==> src/rtl/module_buffer_reader_sd.sv <==
// module_buffer_reader_sd: streams the sample capture buffer out as MSB-first
// byte pairs over a valid/ready interface on a start request.
`default_nettype none

module module_buffer_reader_sd #(
  parameter int N_MUESTRAS = 512,
  parameter int ADDR_W     = 9,
  parameter int DATA_W     = 16
) (
  input  logic              clk_i,
  input  logic              rst_i,
  input  logic              start_i,
  input  logic [DATA_W-1:0] data_buffer_i,
  output logic [ADDR_W-1:0] addr_buffer_o,
  output logic              re_buffer_o,
  output logic [7:0]        byte_o,
  output logic              byte_valid_o,
  input  logic              byte_ready_i,
  output logic              busy_o,
  output logic              done_o
);

  typedef enum logic [2:0] {
    S_IDLE    = 3'd0,
    S_READ    = 3'd1,
    S_WAIT    = 3'd2,
    S_SEND_HI = 3'd3,
    S_SEND_LO = 3'd4,
    S_DONE    = 3'd5
  } state_t;

  localparam logic [ADDR_W-1:0] LAST_ADDR = ADDR_W'(N_MUESTRAS - 1);

  state_t              state_q, state_d;
  logic [ADDR_W-1:0]   addr_q, addr_d;
  logic [DATA_W-1:0]   sample_q, sample_d;

  always_ff @(posedge clk_i) begin
    if (!rst_i) begin
      state_q  <= S_IDLE;
      addr_q   <= '0;
      sample_q <= '0;
    end else begin
      state_q  <= state_d;
      addr_q   <= addr_d;
      sample_q <= sample_d;
    end
  end

  always_comb begin
    state_d      = state_q;
    addr_d       = addr_q;
    sample_d     = sample_q;
    re_buffer_o  = 1'b0;
    byte_o       = 8'h00;
    byte_valid_o = 1'b0;
    done_o       = 1'b0;
    busy_o       = (state_q != S_IDLE);
    unique case (state_q)
      S_IDLE: begin
        if (start_i) begin
          addr_d  = '0;
          state_d = S_READ;
        end
      end
      S_READ: begin
        re_buffer_o = 1'b1;
        state_d     = S_WAIT;
      end
      S_WAIT: begin
        // Buffer has one cycle of read latency; its data is valid only now.
        sample_d = data_buffer_i;
        state_d  = S_SEND_HI;
      end
      S_SEND_HI: begin
        byte_o       = sample_q[DATA_W-1 -: 8];
        byte_valid_o = 1'b1;
        if (byte_ready_i) state_d = S_SEND_LO;
      end
      S_SEND_LO: begin
        byte_o       = sample_q[7:0];
        byte_valid_o = 1'b1;
        if (byte_ready_i) begin
          if (addr_q == LAST_ADDR) begin
            state_d = S_DONE;
          end else begin
            addr_d  = addr_q + 1'b1;
            state_d = S_READ;
          end
        end
      end
      S_DONE: begin
        done_o  = 1'b1;
        addr_d  = '0;
        state_d = S_IDLE;
      end
      default: begin
        state_d = S_IDLE;
      end
    endcase
  end

  assign addr_buffer_o = addr_q;

endmodule

`default_nettype wire

==> config.mk <==
export PLATFORM = sky130hd
export DESIGN_NAME = module_buffer_reader_sd
export DESIGN_NICKNAME = d
export VERILOG_FILES = /design/src/rtl/module_buffer_reader_sd.sv
export SDC_FILE = /design/constraint.sdc
export NUM_CORES = 1
export LEC_CHECK = 0
export BUFFER_PORTS_ARGS = -buffer_cell sky130_fd_sc_hd__buf_2
export CAP_MARGIN = 10
export CORE_ASPECT_RATIO = 1.1
export CORE_UTILIZATION = 35
export CTS_CLUSTER_SIZE = 8
export DETAILED_ROUTE_END_ITERATION = 8
export PLACE_DENSITY = 0.64
export SLEW_MARGIN = 25
export SYNTH_ARGS = -nofsm -noshare
export SYNTH_HDL_FRONTEND = slang
export SYNTH_SLANG_ARGS = --single-unit
==> constraint.sdc <==
create_clock -name clk_i -period 2.1 [get_ports clk_i]
set_input_delay 0.105 -clock clk_i [delete_from_list [all_inputs] [get_ports clk_i]]
set_output_delay 0.105 -clock clk_i [all_outputs]
set_load 0.02 [all_outputs]
; ---- Word level (Yosys, flattened, before mapping)
; Index checks and enable logic that the tools add are counted.
[word_totals]
elab_cells = 33
in_bits = 20
latchBits = 0
memories = 0
mem_bits_ro = 0
reg_bits = 28
out_inout_bits = 21
ram_bits = 0
[classes]
order_cmp = 0
muxes = 13
mul = 0
n_div = 0
eq_ne = 10
shifts = 0
add_sub_neg = 1
bitwise_logic = 0
reduce_logical = 6
[op_table]
columns = cell, n
row1 = 9-bit two-way mux, 3
row2 = 9-bit one-hot mux with 3 select lines, 1
row3 = 8-bit one-hot mux with 2 select lines, 1
row4 = 3-bit one-hot mux with 5 select lines, 1
row5 = 3-bit two-way mux, 4
row6 = 9-bit by 1-bit adder with 9-bit output (second input constant), 1
row7 = 9-bit == test (second input constant), 1
row8 = 2-bit != test (second input constant), 4
row9 = 3-bit by 2-bit == test with 1-bit output (second input constant), 2
row10 = 3-bit == test (second input constant), 2
row11 = 3-bit nonzero test, 2
row12 = 4-bit AND reduction, 1
row13 = 3-bit by 1-bit == test with 1-bit output (second input constant), 1
row14 = 3-bit logical NOT, 1
row15 = 1-bit two-way mux, 3
row16 = 3-bit AND reduction, 1
row17 = 2-bit OR reduction, 1

; ---- Longest topological paths before layout
[depth]
depth_word = 4
mapped_depth = 9
ltp_nobuf = 8

; ---- Worst setup path after synthesis
; OpenSTA, ideal clock, no wires.
[synth_timing]
path_type = flip-flop to flip-flop
startpoint = register addr_q[0] (netlist: addr_buffer_o[0])
endpoint = register addr_q[0] (netlist: addr_buffer_o[0])
arrival_ps = 1917
synth_period_minus_slack_ps = 2032
required_ps = 1985
path_stages_with_launch = 10
path_buffers = 1
slack_ps = 68
setup_time_ps = 115
cell_sequence = dfxtp_1 ha_1 and3_1 and3_1 ha_1 and2b_1 o221ai_2 buf_4 xor2_1 nor2_1
[synth_between]
elab_chain_len = 4
elab_cells_between_ends = 7
cone_classes = add/sub: 1 / eq/ne: 2 / mux: 3 / reduce/logical: 1
[synth_lines]
columns = item, line
row1 = "start, declared", 35  ; logic [ADDR_W-1:0] addr_q, addr_d;
row2 = "start signal, assigned", 45  ; addr_q <= addr_d;
row3 = 9-bit by 1-bit adder with 9-bit output, 87  ; addr_d = addr_q + 1'b1;
row4 = 9-bit two-way mux, 84  ; if (addr_q == LAST_ADDR) begin
row5 = 9-bit two-way mux, 83  ; if (byte_ready_i) begin
row6 = 9-bit one-hot mux with 3 select lines, 59  ; unique case (state_q)
; Several ways; a longest one is shown, not always the timed one. The select of a mux whose other input is x is not followed.
; A chain may end at the register's enable or synchronous reset.

; ---- Worst setup path after layout
[layout_timing]
startpoint = register addr_q[0] (netlist: addr_buffer_o[0])
endpoint = register addr_q[5] (netlist: addr_buffer_o[5])
; Same word-level chain as after synthesis.

==> qor.csv <==
metric,value,unit
Num CTS Buffers,3,
register area share after synthesis,0.401,
Ys Warns,0,
"area leader, netlist",dfxtp_1,
Layout area overhead,26.4,%
CTS tree,yes,
CTS H-tree depth,1,
Post-Syn Area per Cell,8.57,µm²
Worst-Margin Slew,0.603,ns
I/O pin cnt,41,
max_slew headroom,0.597,
GRT Residual Overflow,0,
first drt pass iteration count,4,
endpoints failing setup,0,
CP required,2.31,ns
dominant synthesized flop cell,dfxtp_1,
f_max,504,MHz
Cell variety after synth,35,
"most common cell after layout, fill and taps aside",buf_2,
Syn Nets,185,
Iteration-0 DRC Markers,93,
Initial Util,0.374,
Root Driver,clkbuf_8,
fill count,383,
status,finished clean,
Inst Count DP,251,
final worst path period need,1.98,ns
largest net degree at the start of global routing,29,
kind of end point of the critical path,register,
share of Yosys cell area claimed by the top area cell type,0.401,
WL/cell,12.5,µm
Worst Path Max Fanout,5,
Crit Path Category,register to register,
# diodes,0,
die area,4250,µm²
Synth area leaders,"dfxtp_1 40%, nand2_1 9.7%, a21boi_1 9.1%",
Leak,0.000754,µW
clock slew at reported path FFs,0.10,ns
"non-filler cells, final",258,
Vias,1276,
peak supply drop,0.372,mV
max cap viols,0,
initial antenna violation count,0,
Detail Route Antenna Nets,0,
DIE HEIGHT,68.3,µm
synthesized netlist cell count,163,
Max Root-Sink Buffers,2,
most frequent cells in the layout,"40 x buf_2, 36 x nand2_1, 28 x dfxtp_1",
final WL,3220,µm
Detailed Place HPWL,2150,µm
Hold WC Path Type,primary input to register,
fin nets,231,
vias in the first global route,1146,
Fin Hold WS,0.0534,ns
Power Dens Cells,666,nW/µm²
DRC Markers,0,
Die Wd,62.3,µm
worst-skew pair later-pin latency,0.28,ns
gp weighted congestion,0.763,
layout cell share with drive strength beyond 1,0.322,
arrival time worst endpoint,2.19,ns
mapped cell area,1400,µm²
first-pass GRT wire length,5240,µm
"EDFF count, synth",0,
Final Skew,0.00639,ns
Hold Fails Final Rpt,0,
Yosys reg bits,28,
Tcrit/Tclk final,0.945,
Port-buffer cells,40,
crit path launch type,register,
Sink Count,28,
CORE AREA,3740,µm²
vias per inst,4.95,
max-slew violations,0,
"FFs w/ async S/R, synth",0,
total global-route track usage,0.155,
standard-cell rows,23,
[layer usage]
layer / share of wire / vias to the layer above / GRT usage
met5: 0 / - / 0
met4: 0.0096 / 0 / 0.0436
met3: 0.046 / 5 / 0.0333
met2: 0.46 / 30 / 0.272
met1: 0.48 / 575 / 0.195
li1: - / 666 / -
[kinds of logic (layout without fill, tap and decap cells)]
logic type,Yosys count,in the layout,synth area share
buffers and inverters,13,57,0.0680
AOI/OAI and AO/OA,42,43,0.220
DFF,28,28,0.401
xor gates and xnor gates,1,1,0.00627
adders and majority gates,2,2,0.0179
and+or+nand+nor,77,77,0.286
[final cells by class]
cell class	count	area, µm²	share of cell area
well taps	50	62.6	0.0354
clock buffers	3	41.3	0.0234
repair buffers	51	283	0.160
clock inverters	1	30.0	0.0170
flip-flops and latches	28	561	0.317
inverters	2	10.0	0.00567
multi-input cells	123	779	0.441
[timing repair]
action,CTS,global route
setup endpoints to repair,3,5
hold endpoints to repair,0,0
gates cloned,0,1
buffers inserted,0,2
resized for setup,1,4
hold buffers,0,0
pin swaps,1,7
[registers in the layout (all words and copies together), names as in the netlist]
name / cells
addr_buffer_o: 9
sample_q: 16
state_q: 3
[synth_stat cells (all sizes together) (4+ instances only)]
cell / n
a21boi: 17
buf: 9
a21oi: 7
nor2: 6
or3: 6
dfxtp: 28
nand2: 36
nand3: 11
a22o: 8
o21ai: 6
and3: 4
[metrics by stage]
step / setup TNS, ns / power (µW) / utilization / worst slack [ns] / area (µm²)
4_1_cts: 0 / 1180 / 0.461 / 0.00472 / 1730
3_5_place_dp: -0.0129 / 749 / 0.439 / -0.00810 / 1640
2_1_floorplan: 0 / 707 / - / 0.0677 / 1400
5_1_grt: -0.000282 / 1230 / 0.472 / -0.000282 / 1770
3_3_place_gp: 0 / 748 / 0.439 / 0.0439 / 1640
6_report: 0 / 1180 / 0.472 / 0.116 / 1770
[power breakdown]
group	internal [µW]	leakage, µW	switching, µW
Combinational	76.4	0.000491	95.8
Clock	255	0.0000357	169
Sequential	555	0.000227	24.5
Total	887	0.000754	289
[worst max-delay path, stage by stage (launching register included)]
cell and delay [ns]:
dfxtp_1 0.33, ha_2 0.19, and3_1 0.19, and3_1 0.16
ha_1 0.18, and2b_2 0.26, o221ai_4 0.14, or3_1 0.35
a21oi_2 0.13
[path summary, 6_finish.rpt]
path	cells past startpoint	from	endpoint	slack [ns]
setup reg to reg	8	addr_buffer_o[0]	addr_buffer_o[5]	0.12
hold / removal	3	data_buffer_i[15]	sample_q[15]	0.05
hold reg to reg	2	sample_q[11]	sample_q[11]	0.46
setup / recovery	8	addr_buffer_o[0]	addr_buffer_o[5]	0.12
Power figures use the tool's default switching activity.
